### src/rtl/conv_host_seq_if.sv
// conv_host_seq_if: stream and conv-memory signals between the host sequencer
// and its neighbours.
//   s_*         byte stream in (raster-order image pixels)
//   m_*         byte stream out (conv results)
//   mi_*        conv input memory write port (packed 32-bit words)
//   mo_*        conv output memory read port (combinational read data)
//   conv_start  start pulse to conv; conv_done is its completion pulse
// The master modport is the sequencer side; slave is fabric + conv.
interface conv_host_seq_if #(parameter int DSIZE = 256);
  localparam int AW = $clog2(DSIZE) + 1;

  logic          s_valid;
  logic          s_ready;
  logic [7:0]    s_data;
  logic          m_valid;
  logic          m_ready;
  logic [7:0]    m_data;
  logic          m_last;
  logic [AW-1:0] mi_addr;
  logic [31:0]   mi_data;
  logic          mi_wr;
  logic [AW-1:0] mo_addr;
  logic [31:0]   mo_data;
  logic          conv_start;
  logic          conv_done;

  modport master (
    input  s_valid, s_data, m_ready, mo_data, conv_done,
    output s_ready, m_valid, m_data, m_last, mi_addr, mi_data, mi_wr,
           mo_addr, conv_start
  );

  modport slave (
    output s_valid, s_data, m_ready, mo_data, conv_done,
    input  s_ready, m_valid, m_data, m_last, mi_addr, mi_data, mi_wr,
           mo_addr, conv_start
  );
endinterface

### src/rtl/conv_host_seq.sv
// conv_host_seq: host-side sequencer for one conv instance.
// Loads an image byte stream into conv memory as packed words, kicks conv,
// waits for done, then streams out the strided result positions.
//   clk, rst_n      clock, synchronous active-low reset
//   cfg_*           job geometry, sampled on go in IDLE
//   go              job start (ignored while busy)
//   busy, finish    status; finish is a one-cycle pulse at job end
//   bus             conv_host_seq_if.master (streams + conv ports)
module conv_host_seq #(parameter int DSIZE = 256) (
  input  logic       clk,
  input  logic       rst_n,
  input  logic [7:0] cfg_data_width,
  input  logic [7:0] cfg_data_height,
  input  logic [7:0] cfg_di_x_stop,
  input  logic [7:0] cfg_di_y_stop,
  input  logic [3:0] cfg_stride_x,
  input  logic [3:0] cfg_stride_y,
  input  logic       go,
  output logic       busy,
  output logic       finish,
  conv_host_seq_if.master bus
);
  localparam int AW = $clog2(DSIZE) + 1;

  typedef enum logic [2:0] {IDLE, LOAD, KICK, RUN, SETTLE, DRAIN, FIN} state_t;
  state_t state_q, state_d;

  logic [7:0]    width_q, xstop_q, ystop_q;
  logic [3:0]    sx_q, sy_q;
  logic [15:0]   n_q, cnt_q;
  logic [AW-1:0] row_step_q, row_q, widx_q;
  logic [31:0]   pack_q;
  logic          last_q;
  logic          mi_wr_q;
  logic [AW-1:0] mi_addr_q;
  logic [31:0]   mi_data_q;
  logic [7:0]    x_q, y_q;

  // Stride 0 behaves as stride 1.
  logic [3:0]  sx_eff, sy_eff;
  logic [15:0] n_full, rs_full;
  assign sx_eff  = (cfg_stride_x == 4'd0) ? 4'd1 : cfg_stride_x;
  assign sy_eff  = (cfg_stride_y == 4'd0) ? 4'd1 : cfg_stride_y;
  assign n_full  = 16'(cfg_data_width) * 16'(cfg_data_height);
  assign rs_full = 16'(sy_eff) * 16'(cfg_data_width);

  logic        s_hs, m_hs, last_byte, wr_now, at_xend, last_pos;
  logic [31:0] packed_w;
  assign s_hs      = bus.s_valid & bus.s_ready;
  assign m_hs      = bus.m_valid & bus.m_ready;
  assign last_byte = (cnt_q + 16'd1) == n_q;
  assign wr_now    = s_hs & ((cnt_q[1:0] == 2'd3) | last_byte);
  assign packed_w  = pack_q | (32'(bus.s_data) << {cnt_q[1:0], 3'b000});
  assign at_xend   = x_q == xstop_q;
  assign last_pos  = at_xend & (y_q == ystop_q);

  always_comb begin
    state_d = state_q;
    case (state_q)
      IDLE:    if (go) state_d = LOAD;
      // last_q rises with the final mi_wr cycle, so leaving here lets it land.
      LOAD:    if (last_q) state_d = KICK;
      KICK:    state_d = RUN;
      RUN:     if (bus.conv_done) state_d = SETTLE;
      SETTLE:  state_d = DRAIN;
      DRAIN:   if (m_hs && last_pos) state_d = FIN;
      FIN:     state_d = IDLE;
      default: state_d = IDLE;
    endcase
  end

  always_ff @(posedge clk) begin
    if (!rst_n) begin
      state_q    <= IDLE;
      width_q    <= '0;
      xstop_q    <= '0;
      ystop_q    <= '0;
      sx_q       <= '0;
      sy_q       <= '0;
      n_q        <= '0;
      cnt_q      <= '0;
      row_step_q <= '0;
      row_q      <= '0;
      widx_q     <= '0;
      pack_q     <= '0;
      last_q     <= 1'b0;
      mi_wr_q    <= 1'b0;
      mi_addr_q  <= '0;
      mi_data_q  <= '0;
      x_q        <= '0;
      y_q        <= '0;
    end else begin
      state_q <= state_d;
      mi_wr_q <= 1'b0;
      case (state_q)
        IDLE: if (go) begin
          width_q    <= cfg_data_width;
          xstop_q    <= cfg_di_x_stop;
          ystop_q    <= cfg_di_y_stop;
          sx_q       <= sx_eff;
          sy_q       <= sy_eff;
          n_q        <= n_full;
          row_step_q <= rs_full[AW-1:0];
          cnt_q      <= '0;
          widx_q     <= '0;
          pack_q     <= '0;
          last_q     <= 1'b0;
          x_q        <= '0;
          y_q        <= '0;
          row_q      <= '0;
        end
        LOAD: if (s_hs) begin
          cnt_q <= cnt_q + 16'd1;
          if (last_byte) last_q <= 1'b1;
          if (wr_now) begin
            mi_wr_q   <= 1'b1;
            mi_addr_q <= {widx_q[AW-3:0], 2'b00};
            mi_data_q <= packed_w;
            widx_q    <= widx_q + 1'b1;
            pack_q    <= '0;
          end else begin
            pack_q <= packed_w;
          end
        end
        DRAIN: if (m_hs) begin
          // Position walk is incremental: row_q tracks width*y without a multiplier.
          if (last_pos) begin
            x_q   <= '0;
            y_q   <= '0;
            row_q <= '0;
          end else if (at_xend) begin
            x_q   <= '0;
            y_q   <= y_q + {4'd0, sy_q};
            row_q <= row_q + row_step_q;
          end else begin
            x_q <= x_q + {4'd0, sx_q};
          end
        end
        default: ;
      endcase
    end
  end

  assign busy           = state_q != IDLE;
  assign finish         = state_q == FIN;
  assign bus.s_ready    = (state_q == LOAD) && !last_q;
  assign bus.mi_wr      = mi_wr_q;
  assign bus.mi_addr    = mi_addr_q;
  assign bus.mi_data    = mi_data_q;
  assign bus.conv_start = state_q == KICK;
  assign bus.m_valid    = state_q == DRAIN;
  assign bus.m_last     = (state_q == DRAIN) && last_pos;
  assign bus.m_data     = (state_q == DRAIN) ? bus.mo_data[7:0] : 8'd0;
  assign bus.mo_addr    = AW'(x_q) + row_q;
endmodule

### src/flat_wrapper.sv
// flat-port wrapper written by rule: the top's interface ports become plain ports
module conv_host_seq_flat 
#(parameter int DSIZE = 256)
  (clk, rst_n, cfg_data_width, cfg_data_height, cfg_di_x_stop, cfg_di_y_stop, cfg_stride_x, cfg_stride_y, go, busy, finish, bus_s_valid, bus_s_data, bus_m_ready, bus_mo_data, bus_conv_done, bus_s_ready, bus_m_valid, bus_m_data, bus_m_last, bus_mi_addr, bus_mi_data, bus_mi_wr, bus_mo_addr, bus_conv_start);
  conv_host_seq_if #(.DSIZE(DSIZE)) bus_i ();
  input  logic clk;
  input  logic rst_n;
  input  logic [7:0] cfg_data_width;
  input  logic [7:0] cfg_data_height;
  input  logic [7:0] cfg_di_x_stop;
  input  logic [7:0] cfg_di_y_stop;
  input  logic [3:0] cfg_stride_x;
  input  logic [3:0] cfg_stride_y;
  input  logic go;
  output logic busy;
  output logic finish;
  input wire logic [$bits(bus_i.s_valid)-1:0] bus_s_valid;
  input wire logic [$bits(bus_i.s_data)-1:0] bus_s_data;
  input wire logic [$bits(bus_i.m_ready)-1:0] bus_m_ready;
  input wire logic [$bits(bus_i.mo_data)-1:0] bus_mo_data;
  input wire logic [$bits(bus_i.conv_done)-1:0] bus_conv_done;
  output wire logic [$bits(bus_i.s_ready)-1:0] bus_s_ready;
  output wire logic [$bits(bus_i.m_valid)-1:0] bus_m_valid;
  output wire logic [$bits(bus_i.m_data)-1:0] bus_m_data;
  output wire logic [$bits(bus_i.m_last)-1:0] bus_m_last;
  output wire logic [$bits(bus_i.mi_addr)-1:0] bus_mi_addr;
  output wire logic [$bits(bus_i.mi_data)-1:0] bus_mi_data;
  output wire logic [$bits(bus_i.mi_wr)-1:0] bus_mi_wr;
  output wire logic [$bits(bus_i.mo_addr)-1:0] bus_mo_addr;
  output wire logic [$bits(bus_i.conv_start)-1:0] bus_conv_start;
  assign bus_i.s_valid = bus_s_valid;
  assign bus_i.s_data = bus_s_data;
  assign bus_i.m_ready = bus_m_ready;
  assign bus_i.mo_data = bus_mo_data;
  assign bus_i.conv_done = bus_conv_done;
  assign bus_s_ready = bus_i.s_ready;
  assign bus_m_valid = bus_i.m_valid;
  assign bus_m_data = bus_i.m_data;
  assign bus_m_last = bus_i.m_last;
  assign bus_mi_addr = bus_i.mi_addr;
  assign bus_mi_data = bus_i.mi_data;
  assign bus_mi_wr = bus_i.mi_wr;
  assign bus_mo_addr = bus_i.mo_addr;
  assign bus_conv_start = bus_i.conv_start;
  conv_host_seq #(.DSIZE(DSIZE)) u_core (.clk(clk), .rst_n(rst_n), .cfg_data_width(cfg_data_width), .cfg_data_height(cfg_data_height), .cfg_di_x_stop(cfg_di_x_stop), .cfg_di_y_stop(cfg_di_y_stop), .cfg_stride_x(cfg_stride_x), .cfg_stride_y(cfg_stride_y), .go(go), .busy(busy), .finish(finish), .bus(bus_i));
endmodule
### config.mk
export PLATFORM = sky130hd
export DESIGN_NAME = conv_host_seq_flat
export DESIGN_NICKNAME = d
export VERILOG_FILES = /design/src/rtl/conv_host_seq_if.sv /design/src/rtl/conv_host_seq.sv /design/src/flat_wrapper.sv
export SDC_FILE = /design/constraint.sdc
export NUM_CORES = 1
export LEC_CHECK = 0
export ABC_CLOCK_PERIOD_IN_PS = 4700
export CORE_MARGIN = 2
export CORE_UTILIZATION = 40
export CTS_CLUSTER_DIAMETER = 80
export DETAILED_ROUTE_END_ITERATION = 7
export HOLD_SLACK_MARGIN = 0.08
export PLACE_DENSITY_LB_ADDON = 0.25
export SLEW_MARGIN = 40
export SYNTH_ARGS = -nofsm -noshare
export SYNTH_HDL_FRONTEND = slang
export SYNTH_SLANG_ARGS = --single-unit
### constraint.sdc
create_clock -name clk -period 4.7 [get_ports clk]
set_input_delay 0.705 -clock clk [delete_from_list [all_inputs] [get_ports clk]]
set_output_delay 0.705 -clock clk [all_outputs]
set_load 0.01 [all_outputs]
==> results of run 1 <==
-- power by group through the flow --
stage / registers [W] / logic [W] / clock network, W
floorplan: 0.00162 / 0.000995 / 0
global placement: 0.00164 / 0.00140 / 0
detailed placement: 0.00164 / 0.00143 / 0
CTS: 0.00161 / 0.00145 / 0.00149
global route: 0.00162 / 0.00166 / 0.00155
finish: 0.00160 / 0.00145 / 0.00146
-- critical path, stage by stage --
cell	delay [ns]
dlygate4sd2_1	0.27
buf_4	0.15
and2_1	0.17
fa_1	0.57
fa_1	0.44
fa_1	0.50
inv_1	0.05
fa_1	0.47
inv_1	0.04
ha_2	0.33
nor2_1	0.05
or4_1	0.51
a31oi_1	0.23
xor2_1	0.16
nand2_1	0.06
a21oi_1	0.14
-- layout make-up --
cell class / count / area, sq um
clock buffer: 17 / 425
clock inverter: 15 / 204
fill: 2541 / 13000
inverter: 85 / 320
multi-input combinational: 961 / 6680
sequential: 173 / 3460
tap: 335 / 419
timing repair buffer: 174 / 1640
-- sequential cells by signal (all words and copies together), names as in the netlist --
name,count
u_core.pack_q,32
u_core.widx_q,7
u_core.x_q,8
u_core.sx_q,4
u_core.ystop_q,8
u_core.bus.mi_data,32
u_core.sy_q,4
u_core.n_q,16
u_core.last_q,1
u_core.row_q,9
u_core.xstop_q,8
u_core.bus.mi_wr,1
u_core.state_q,3
u_core.row_step_q,9
u_core.bus.mi_addr,7
u_core.cnt_q,16
u_core.y_q,8
-- how the worst max path moves through the flow --
| stage | slack, ns | to | start |
|---|---|---|---|
| floorplan | 0.04 | u_core.n_q[15] | cfg_data_width[3] |
| global placement | -0.54 | u_core.n_q[15] | cfg_data_height[3] |
| detailed placement | -0.65 | u_core.n_q[15] | cfg_data_height[3] |
| CTS | 0.01 | u_core.n_q[15] | cfg_data_width[4] |
| global route | 0.01 | u_core.n_q[14] | cfg_data_width[3] |
| finish | 0.23 | u_core.n_q[14] | cfg_data_width[3] |
-- metrics by stage --
stage	area, sq um	setup TNS (ns)	hold slack, ns
6_report	13100	0	0.458
5_1_grt	13100	0	0.477
4_1_cts	13100	0	0.461
3_5_place_dp	12500	-3.11	0.443
3_3_place_gp	12500	-2.62	0.435
2_1_floorplan	10700	0	0.426
-- kinds of logic (layout without fill, tap and decap cells) --
group | count (synthesis) | in the layout
AO/OA/AOI/OAI | 284 | 284
XOR/XNOR | 86 | 86
adder cells (fa/ha/maj) | 122 | 122
buffers and inverters | 153 | 291
flip-flops | 173 | 173
multiplexers | 8 | 8
other | 1 | 2
AND/OR/NAND/NOR | 459 | 459
-- routing by layer --
metal / vias to the layer above / GRT usage / routed length (um)
li1: 4574 / - / -
met1: 4204 / 0.255 / 12200
met3: 17 / 0.0284 / 968
met2: 157 / 0.307 / 11400
met4: 0 / 0.0442 / 226
met5: - / 0 / 0
-- synthesized netlist by cell type (3+ instances only) --
cell        n  area [sq um]
o21ai_0    63           315
buf_4       7          52.6
nor3b_1     3          22.5
o21ai_1     3          15.0
nor2b_1    15          93.8
ha_1       71           888
mux2i_1     8          80.1
buf_2       6          30.0
nand4b_1    4          35.0
clkbuf_1   52           195
a22oi_1     5          37.5
nand3_1    20           100
dfxtp_1   173          3460
and2_1     66           413
nor3_1     18          90.1
inv_1      84           315
a22o_1     11          96.3
a21o_1     19           143
or3_1       3          18.8
nor2_1    107           402
fa_1       51          1020
a211oi_1   37           278
a31oi_1     6          37.5
nor4_1      7          43.8
o21bai_1    3          22.5
and3_1     17           106
xor2_1     35           307
xnor2_1    51           447
a21oi_1   118           591
nand4_1     7          43.8
nand2_1   177           664
nand2b_1    3          18.8
-- timing repair --
| action | 4_1_cts | 5_1_grt |
|---|---|---|
| cloned | 0 | 0 |
| pin swaps | 3 | 4 |
| buffers inserted | 1 | 0 |
| gates resized for setup | 9 | 14 |
| endpoints found under the setup margin | 3 | 6 |
==> results.cfg, run 1 <==
[status]
status = complete, but fails checks
violations = design-rule violations

[drt]
via_per_inst = 5.09
drc = 16
totalWireLength_mm = 24.7
drtIter0Drc = 491
wire_per_inst_um = 14.1
num_vias = 8952
first_pass_iters = 7
ant_nets = 0

[placement]
io_buffers = 124
hpwlAfterDp_mm = 18.7
dp.cells = 1727
place_congestion = 0.833
place_ws_ns = -0.648

[yosys]
synth_area_sq_mm = 0.0107
synth-adder-area-share = 0.179
synth_ff_type = dfxtp_1
synth-xor-area-share = 0.0704
ys_seq_area_frac = 0.324
ys_async_sr_fraction = 0
syn_inst = 1286
synth_top_family_by_area = simple AND/OR/NAND/NOR gates
synth_mux_area_frac = 0.00749
synth_edf_count = 0
ys_warn_count = 0
ys_types = 60
synth-simple-area-share = 0.202
synth_compound_area_frac = 0.159
avgSynthCellArea_sq_um = 8.31
ys_seq_elements = 173

[pwr]
ir_drop_uv = 321
clkPwrFrac = 0.323
powerDensity_mw_per_mm2 = 343
leakage_nw = 5.64
swShare = 0.340
comb_power_share = 0.321
total_power_w = 0.00451
p_int_w = 0.00298
seqPwrFrac = 0.356
p_sw_w = 0.00154

[grt]
overflow = 0
grt_pass1_vias = 8812
grt_pass1_wl_mm = 43.3
groute.usage.overall = 0.185
grt_max_degree = 80
antenna_found_initial = 0

[sta]
rsz0062_at_grt = false
clock.fmax_mhz = 224
final-max-slew-violation-count = 0
worst_pin_slew_ns = 0.795
hold_viol = 0
setup_viol = 0
period_needed_ns = 4.47
timing.final.crit_share = 0.952
relSlewSlack = 0.469
fin_ws_ns = 0.228
clock_skew_ns = 0.0171

[layout]
post-route-util = 0.503
layout_common_cells = 177 x nand2_1, 173 x dfxtp_1, 117 x a21oi_1
layout_commonest_cell = nand2_1
n_antenna_cell = 0
nets = 1620
synthToLayoutAreaGrowth_pct = 23.0
layout-drive-gt1-share = 0.0709
instances_no_fill = 1760

[clock_tree]
cts_tree = yes
path_clk_slew_ns = 0.08
ctsHoldBuffers = 0
cts_sinks = 173
clk_latency_ns = 0.44
numCtsBuffers = 17
htreeDepth = 4
cts_buffer_depth = 2
root_buffer = clkbuf_16

[hold_path]
min_path_cells = 2
worstHoldStart = u_core.pack_q[3]
whs_endpoint = u_core.pack_q[3]
worstHoldPathType = reg -> reg

[floorplanning]
io_pins = 151
die_area_sq_mm = 0.0281
die_h_um = 168
rows = 59
die_w_um = 168
core_area_sq_mm = 0.0261
start_util = 0.409

[worst_setup_path]
r2r-end = u_core.bus.mi_data[4]
end_kind = flip-flop
r2r_start = u_core.cnt_q[0]
cp.required_ns = 5.08
arrival_ns = 4.85
regToRegSetupSlack_ns = 1.18
crit_type = in -> reg
cp-start-kind = primary input
critPathMaxFanout = 4
r2r_cells = 10

[run]
drv_cap = 0
No activity file was read; power rests on OpenSTA's default activity.
==> run 2: changes to the inputs <==
--- a/config.mk
+++ b/config.mk
@@ -8,6 +8,7 @@
 export ABC_CLOCK_PERIOD_IN_PS = 4700
 export CORE_MARGIN = 2
 export CORE_UTILIZATION = 40
+export CTS_BUF_LIST = sky130_fd_sc_hd__clkbuf_4 sky130_fd_sc_hd__clkbuf_8
 export CTS_CLUSTER_DIAMETER = 80
 export DETAILED_ROUTE_END_ITERATION = 7
 export HOLD_SLACK_MARGIN = 0.08
==> run 2 against run 1 <==
Compared with the run above:
- the run still ends with design-rule violations left
- clock skew grew 0.0021 ns
- power shrank 7.3%
- setup slack gained 0.011 ns
- die area is the same
- maximum frequency increased by 0.24%
- critical path type unchanged
- critical endpoint unchanged
==> results.cfg, run 2 (synthesis results as in run 1) <==
[pwr]
p_int_w = 0.00267
ir_drop_uv = 188
p_sw_w = 0.00151
swShare = 0.361
comb_power_share = 0.351
seqPwrFrac = 0.384
leakage_nw = 5.57
clkPwrFrac = 0.265
powerDensity_mw_per_mm2 = 322
total_power_w = 0.00418

[grt]
grt_pass1_vias = 8818
overflow = 0
groute.usage.overall = 0.185
grt_max_degree = 80
grt_pass1_wl_mm = 43.1
antenna_found_initial = 0

[worst_setup_path]
arrival_ns = 4.88
cp.required_ns = 5.12
critPathMaxFanout = 4
crit_type = in -> reg
end_kind = flip-flop
cp-start-kind = primary input

[sta]
relSlewSlack = 0.477
period_needed_ns = 4.46
clock_skew_ns = 0.0192
rsz0062_at_grt = false
final-max-slew-violation-count = 0
setup_viol = 0
worst_pin_slew_ns = 0.782
hold_viol = 0
clock.fmax_mhz = 224
timing.final.crit_share = 0.949

[floorplanning]
die_h_um = 168
core_area_sq_mm = 0.0261
rows = 59
io_pins = 151
die_w_um = 168
die_area_sq_mm = 0.0281
start_util = 0.409

[placement]
io_buffers = 124
hpwlAfterDp_mm = 18.7
place_congestion = 0.833

[layout]
layout-drive-gt1-share = 0.0730
synthToLayoutAreaGrowth_pct = 21.4
nets = 1620
layout_common_cells = 177 x nand2_1, 173 x dfxtp_1, 117 x a21oi_1
n_antenna_cell = 0
post-route-util = 0.497
layout_commonest_cell = nand2_1

[clock_tree]
root_buffer = clkbuf_8
clk_latency_ns = 0.48
path_clk_slew_ns = 0.12
cts_buffer_depth = 2
htreeDepth = 4
numCtsBuffers = 17
cts_sinks = 173
cts_tree = yes
ctsHoldBuffers = 0

[drt]
via_per_inst = 5.10
ant_nets = 0
first_pass_iters = 7
num_vias = 8968
drc = 16
drtIter0Drc = 472
wire_per_inst_um = 14.0
totalWireLength_mm = 24.7

[run]
drv_cap = 0

[status]
violations = design-rule violations
status = complete, but fails checks

[hold_path]
worstHoldPathType = reg -> reg
## run 2: cell count changes in the layout (fill, tap and decap cells not counted), sizes merged
| cell | previous run | this run |
|---|---|---|
| clkdlybuf4s50 | 111 | 113 |
| dlymetal6s2s | 6 | 8 |
| clkdlybuf4s15 | 1 | 0 |
| dlygate4sd2 | 6 | 3 |
## run 2: path summary, 6_finish.rpt
kind	from	end	slack, ns	cells past startpoint
setup reg to reg	u_core.cnt_q[0]	u_core.bus.mi_data[4]	1.19	10
hold / removal	u_core.row_step_q[5]	u_core.row_step_q[5]	0.47	2
hold reg to reg	u_core.row_step_q[5]	u_core.row_step_q[5]	0.47	2
setup / recovery	cfg_data_width[6]	u_core.n_q[14]	0.24	15
## run 2: power groups by stage
stage	combinational (W)	clock, W	sequential [W]
2_1_floorplan	0.000995	0	0.00162
3_3_place_gp	0.00140	0	0.00164
3_5_place_dp	0.00143	0	0.00164
4_1_cts	0.00145	0.00114	0.00161
5_1_grt	0.00168	0.00119	0.00162
6_report	0.00147	0.00111	0.00161
## run 2: timing repair
action / CTS / global route
pin swaps: 3 / 5
setup endpoints to repair: 1 / 6
buffers inserted: 1 / 0
resized for setup: 4 / 20
## run 2: worst max-delay path: stages
cell	delay, ns
clkdlybuf4s50_1	0.47
and2_1	0.19
fa_1	0.50
fa_1	0.51
fa_1	0.50
inv_1	0.05
fa_1	0.47
inv_1	0.04
ha_2	0.33
nor2_1	0.06
or4_4	0.49
a31oi_1	0.22
xor2_1	0.16
nand2_1	0.06
a21oi_1	0.14
## run 2: cell type report
cell class	count	area, sq um
timing repair buffer	174	1650
clock buffer	17	234
multi-input combinational	961	6690
fill	2564	13200
sequential	173	3460
inverter	85	320
clock inverter	15	204
tap	335	419
## run 2: metal layers
metal / global-route usage / vias to the layer above / share of wire
li1: - / 4582 / -
met1: 0.252 / 4225 / 0.49
met2: 0.306 / 137 / 0.46
met3: 0.0298 / 24 / 0.037
met4: 0.0461 / 0 / 0.012
met5: 0 / - / 0
## run 2: stage by stage
| stage | area, sq um | worst slack (ns) | hold slack [ns] | instances | setup TNS, ns |
|---|---|---|---|---|---|
| after CTS | 12900 | 0.0109 | 0.467 | 1760 | 0 |
| after floorplan | 10700 | 0.0370 | 0.426 | 1287 | 0 |
| after global routing | 13000 | 0.0156 | 0.482 | 1760 | 0 |
| final | 13000 | 0.238 | 0.465 | 1760 | 0 |
| after detailed placement | 12500 | -0.648 | 0.443 | 1727 | -3.11 |
| after global placement | 12500 | -0.539 | 0.435 | 1727 | -2.62 |
==> RTL change 1 (settings of run 2) <==
Register the inputs `cfg_data_width`, `cfg_data_height`, `cfg_di_x_stop`, `cfg_di_y_stop`, `cfg_stride_x` and `cfg_stride_y` before use. The logic sees them one clock later. The other inputs are not delayed to match.
--- a/src/rtl/conv_host_seq.sv
+++ b/src/rtl/conv_host_seq.sv
@@ -23,6 +23,23 @@
   localparam int AW = $clog2(DSIZE) + 1;
 
   typedef enum logic [2:0] {IDLE, LOAD, KICK, RUN, SETTLE, DRAIN, FIN} state_t;
+
+  logic [7:0] cfg_data_width_q;
+  logic [7:0] cfg_data_height_q;
+  logic [7:0] cfg_di_x_stop_q;
+  logic [7:0] cfg_di_y_stop_q;
+  logic [3:0] cfg_stride_x_q;
+  logic [3:0] cfg_stride_y_q;
+
+  always_ff @(posedge clk) begin
+    cfg_data_width_q  <= cfg_data_width;
+    cfg_data_height_q <= cfg_data_height;
+    cfg_di_x_stop_q   <= cfg_di_x_stop;
+    cfg_di_y_stop_q   <= cfg_di_y_stop;
+    cfg_stride_x_q    <= cfg_stride_x;
+    cfg_stride_y_q    <= cfg_stride_y;
+  end
+
   state_t state_q, state_d;
 
   logic [7:0]    width_q, xstop_q, ystop_q;
@@ -39,10 +56,10 @@
   // Stride 0 behaves as stride 1.
   logic [3:0]  sx_eff, sy_eff;
   logic [15:0] n_full, rs_full;
-  assign sx_eff  = (cfg_stride_x == 4'd0) ? 4'd1 : cfg_stride_x;
-  assign sy_eff  = (cfg_stride_y == 4'd0) ? 4'd1 : cfg_stride_y;
-  assign n_full  = 16'(cfg_data_width) * 16'(cfg_data_height);
-  assign rs_full = 16'(sy_eff) * 16'(cfg_data_width);
+  assign sx_eff  = (cfg_stride_x_q == 4'd0) ? 4'd1 : cfg_stride_x_q;
+  assign sy_eff  = (cfg_stride_y_q == 4'd0) ? 4'd1 : cfg_stride_y_q;
+  assign n_full  = 16'(cfg_data_width_q) * 16'(cfg_data_height_q);
+  assign rs_full = 16'(sy_eff) * 16'(cfg_data_width_q);
 
   logic        s_hs, m_hs, last_byte, wr_now, at_xend, last_pos;
   logic [31:0] packed_w;
@@ -94,9 +111,9 @@
       mi_wr_q <= 1'b0;
       case (state_q)
         IDLE: if (go) begin
-          width_q    <= cfg_data_width;
-          xstop_q    <= cfg_di_x_stop;
-          ystop_q    <= cfg_di_y_stop;
+          width_q    <= cfg_data_width_q;
+          xstop_q    <= cfg_di_x_stop_q;
+          ystop_q    <= cfg_di_y_stop_q;
           sx_q       <= sx_eff;
           sy_q       <= sy_eff;
           n_q        <= n_full;
Behaviour: not the same (a bounded check fails within 4 cycles, from zero or initial values and one cycle with rst_n low).
==> RTL change 1 against run 2 <==
Synthesized area increased by 12%. Setup slack improved by 21 ps. First-iteration DRC count is 4.2% lower. Sequential power is 29% higher. Final cell count is 4.9% higher. Critical path depth did not move. Sequential cell count is 40 higher. Largest cell class unchanged. Register-to-register slack lost 930 ps. Routed wire length increased by 7.6%. Power rose by 37%. Cell area grew 12%. Hold slack worse by 19 ps.
==> RTL change 1: results (changes against run 2) <==
- DP HPWL: 19300 µm (+3.3%)
- The net switching share of the total power is 0.330 (-0.0308).
- Fraction of layout instances using a drive strength above 1: 0.0913 (+0.0183)
- The fraction of met3 tracks used by global routing is 0.0296 (-0.000141).
- The worst reg-to-reg setup slack was 260 ps (-930 ps).
* Clock latency at the later pin of the worst-skew pair: 550 ps (+70 ps)
- The fmax came to 225 MHz (+0.48%).
* Critical register-to-register path startpoint: u_core.cfg_data_height_q[4]
- Worst rel slew slack: 0.499 (+0.0214)
- The clock buffer count from CTS was 40 (+23).
- The number of DRC markers after the initial detailed-route iteration came to 452 (-4.2%).
- Proportion of synthesized chip area in sequential cells: 0.356 (+0.0319)
- Maximum clock skew at final layout: 37.8 ps (+18.7 ps)
- The clock-pin slew on the worst setup and hold paths came to 60 ps (-60 ps).
- The number of detailed-routing iterations run before antenna repair is 6 (-1).
* Arrival @ worst endpoint: 4850 ps (-30 ps)
* Worst VDD drop: 0.240 mV (+28%)
* Nets: 1636 (+0.99%)
- The critical path in this run is classified as flop to flop.
- Yosys synthesis warning count: 0 (unchanged)
- Hold_sp: u_core.cfg_di_x_stop_q[6]
* End point of the most critical hold path: u_core.xstop_q[6]
* GP Congestion: 0.819 (-1.7%)
- Sorting the synthesized cells by area gives the leading types as dfxtp_1, fa_1, ha_1.
- Stage delay of the slowest cell on the critical path: 580 ps (+70 ps)
* Cell leakage power: 6.58 nW (+18%)
- Count of different cell masters after synthesis: 63 (+5.0%)
- The critical-path maximum fanout is 8 (+4).
* First-pass GRT wire length: 44800 µm (+3.9%)
- Commonest cells in the netlist: dfxtp_1, nand2_1, and2_1
* CP delay by family, top: adder cells
* Total Routing Usage GR: 0.172 (-0.0129)
- The routed length per placed instance came to 14.4 µm (+2.5%).
- Via count of the first global-routing pass: 9180 (+4.1%)
- Reg2reg path depth: 15 (+5)
- The met1 usage in global routing was 0.228 (-0.0243).
- On the critical path, the stage with the largest delay is an instance of or4_1.
- The count of buffers added by post-CTS timing repair for setup is 0 (-1).
- Status: completed
- Total number of H-tree levels: 2 (-2)
RTL change 1: cell count changes after synthesis, sizes merged, moves of 12 or more:
cell and delta:
nor2 -59, a21oi -44, dfxtp +40, a21boi +39
o211a +34, a211oi -31, a32o +31, and2 +18
o21ai -17, nor2b +15, xnor2 -12
RTL change 1: what timing repair did:
item | CTS | global route
hold buffers | 0 | 0
resized for setup | 0 | 18
endpoints found under the setup margin | 0 | 4
RTL change 1: power groups by stage:
stage / Clock (mW) / Combinational [mW] / Sequential (mW)
2_1_floorplan: 0 / 1.23 / 2.08
3_3_place_gp: 0 / 1.66 / 2.11
3_5_place_dp: 0 / 1.67 / 2.12
4_1_cts: 2.00 / 1.69 / 2.08
5_1_grt: 2.08 / 1.95 / 2.10
6_report: 1.93 / 1.70 / 2.08
RTL change 1: worst min-delay path, stage by stage (launching register included):
cell	delay, ps
dfxtp_1	290
nand2_1	40
a21boi_0	60
RTL change 1: per-layer routing:
metal	vias to the layer above	routed length, µm
li1	4738	-
met1	4476	12800
met2	164	12000
met3	43	1150
met4	0	651
met5	-	0
RTL change 1: worst max-delay path by stage:
| stage | endpoint | slack (ps) |
|---|---|---|
| after global placement | u_core.n_q[15] | 160 |
| after global routing | u_core.n_q[14] | 10 |
| after floorplan | u_core.n_q[15] | 260 |
| final | u_core.n_q[14] | 260 |
| after CTS | u_core.n_q[15] | 90 |
| after detailed placement | u_core.n_q[15] | 120 |
RTL change 1: cell type report:
cell class	instances	area, µm²
fill	2785	15000
multi-input combinational	947	7130
sequential	213	4280
timing repair buffer	151	1450
clock buffer	58	773
tap	390	488
inverter	75	282
clock inverter	13	111
RTL change 1: cells by family after synthesis:
| family | synth area share |
|---|---|
| multiplexers | 0.00835 |
| adder cells (fa/ha/maj) | 0.159 |
| AO/OA/AOI/OAI | 0.181 |
| buffers and inverters | 0.0542 |
| other | 0.000313 |
| flip-flops | 0.356 |
| AND/OR/NAND/NOR | 0.182 |
| XOR/XNOR | 0.0592 |
RTL change 1: metrics by stage:
stage	hold WS (ps)	power, mW	setup slack (ps)	cells	area (µm²)
6_report	446	5.71	260	1847	14500
5_1_grt	461	6.13	13.9	1847	14500
4_1_cts	454	5.76	87.2	1847	14500
3_5_place_dp	445	3.79	121	1776	13600
3_3_place_gp	437	3.77	157	1776	13600
2_1_floorplan	426	3.31	263	1313	12000
==> RTL change 2 (flow settings as in run 2) <==
Without the edit above. `DSIZE` is set to 256 in 3 places; all go to 512.
--- a/src/rtl/conv_host_seq_if.sv
+++ b/src/rtl/conv_host_seq_if.sv
@@ -6,7 +6,7 @@
 //   mo_*        conv output memory read port (combinational read data)
 //   conv_start  start pulse to conv; conv_done is its completion pulse
 // The master modport is the sequencer side; slave is fabric + conv.
-interface conv_host_seq_if #(parameter int DSIZE = 256);
+interface conv_host_seq_if #(parameter int DSIZE = 512);
   localparam int AW = $clog2(DSIZE) + 1;
 
   logic          s_valid;
--- a/src/rtl/conv_host_seq.sv
+++ b/src/rtl/conv_host_seq.sv
@@ -6,7 +6,7 @@
 //   go              job start (ignored while busy)
 //   busy, finish    status; finish is a one-cycle pulse at job end
 //   bus             conv_host_seq_if.master (streams + conv ports)
-module conv_host_seq #(parameter int DSIZE = 256) (
+module conv_host_seq #(parameter int DSIZE = 512) (
   input  logic       clk,
   input  logic       rst_n,
   input  logic [7:0] cfg_data_width,
--- a/src/flat_wrapper.sv
+++ b/src/flat_wrapper.sv
@@ -1,6 +1,6 @@
 // flat-port wrapper written by rule: the top's interface ports become plain ports
 module conv_host_seq_flat 
-#(parameter int DSIZE = 256)
+#(parameter int DSIZE = 512)
   (clk, rst_n, cfg_data_width, cfg_data_height, cfg_di_x_stop, cfg_di_y_stop, cfg_stride_x, cfg_stride_y, go, busy, finish, bus_s_valid, bus_s_data, bus_m_ready, bus_mo_data, bus_conv_done, bus_s_ready, bus_m_valid, bus_m_data, bus_m_last, bus_mi_addr, bus_mi_data, bus_mi_wr, bus_mo_addr, bus_conv_start);
   conv_host_seq_if #(.DSIZE(DSIZE)) bus_i ();
   input  logic clk;
Interface: changed (resized bus_mi_addr and bus_mo_addr); port bits go from 151 to 153. The function was not compared with the original's and may differ.
==> RTL change 2 against run 2 <==
Synthesized area rose by 7.8%. Combinational power rose by 7%. Sequential share of layout area fell by 1.2 points. Cell area rose by 7.1%. Routed wire length rose by 7.4%. Setup slack got worse by 100 ps. Power rose by 4.1%. Clock skew rose by 4.4 ps. Synthesized cell count rose by 5.4%. Final cell count rose by 6.4%. Sequential cell count rose by 4. Count of clock-buffer cells in the layout did not move. Critical endpoint unchanged.
==> RTL change 2: results (changes against run 2) <==
- Combinational power: 1.57 mW (+7%)
* Vias after detailed routing: 9655 (+7.7%)
* Stage delay of the slowest cell on the critical path: 560 ps (+50 ps)
- The worst reg-to-reg setup slack was 840 ps (-350 ps).
- The proportion of synthesized chip area in sequential cells is 0.307 (-0.0164).
- The compound-gate portion of the synthesized area is 0.181 (+0.0214).
- Layout fillers: 2805 (+9.4%)
* Via count of the first global-routing pass: 9224 (+4.6%)
- The number of DRC markers after the initial detailed-route iteration is 538 (+14%).
- Total Routing Usage GR: 0.177 (-0.00802)
* Worst VDD drop: 0.183 mV (-2.7%)
- The critical-path maximum fanout came to 5 (+1).
- First-pass GRT wire length: 45100 µm (+4.7%)
* Met2 global-route usage: 0.295 (-0.0113)
* Arrival @ worst endpoint: 4950 ps (+70 ps)
* Status: completed
* Placed inst area: 13400 µm² (+7.2%)
* Routing usage on met3: 0.0230 (-0.00675)
* Sequential cell power: 1.65 mW (+2%)
- The post-synthesis share of cell area spent on full adders, half adders and majority gates is 0.171 (-0.00790).
* Post-cts sizing count: 8 (+4)
- Gate count after technology mapping: 1356 (+5.4%)
* Commonest cells in the netlist: dfxtp_1, nand2_1, and2_1
- The mux cell area share after synthesis is 0.00869 (+0.00120).
- The met2 wirelength from detailed routing was 12400 µm (+9.4%).
-- RTL change 2: cell types whose count changed in the layout (fill, tap and decap cells not counted), sizes merged, moves of 7 or more --
| cell | before | now |
|---|---|---|
| o211a | 1 | 38 |
| a211oi | 37 | 1 |
| a21boi | 2 | 43 |
| buf | 50 | 61 |
| and2 | 67 | 89 |
| nor2 | 107 | 89 |
| nand2 | 177 | 170 |
| xnor2 | 51 | 38 |
| inv | 93 | 83 |
| a21oi | 119 | 73 |
| nor2b | 15 | 32 |
| a31oi | 6 | 38 |
| or3 | 3 | 10 |
-- RTL change 2: layout make-up --
class / count / area, µm² / share of cell area
well taps: 384 / 480 / 0.0346
repair buffers: 186 / 1740 / 0.125
clock buffers: 17 / 234 / 0.0168
inverters: 73 / 274 / 0.0197
flip-flops and latches: 177 / 3540 / 0.255
clock inverters: 15 / 211 / 0.0152
multi-input cells: 1021 / 7420 / 0.534
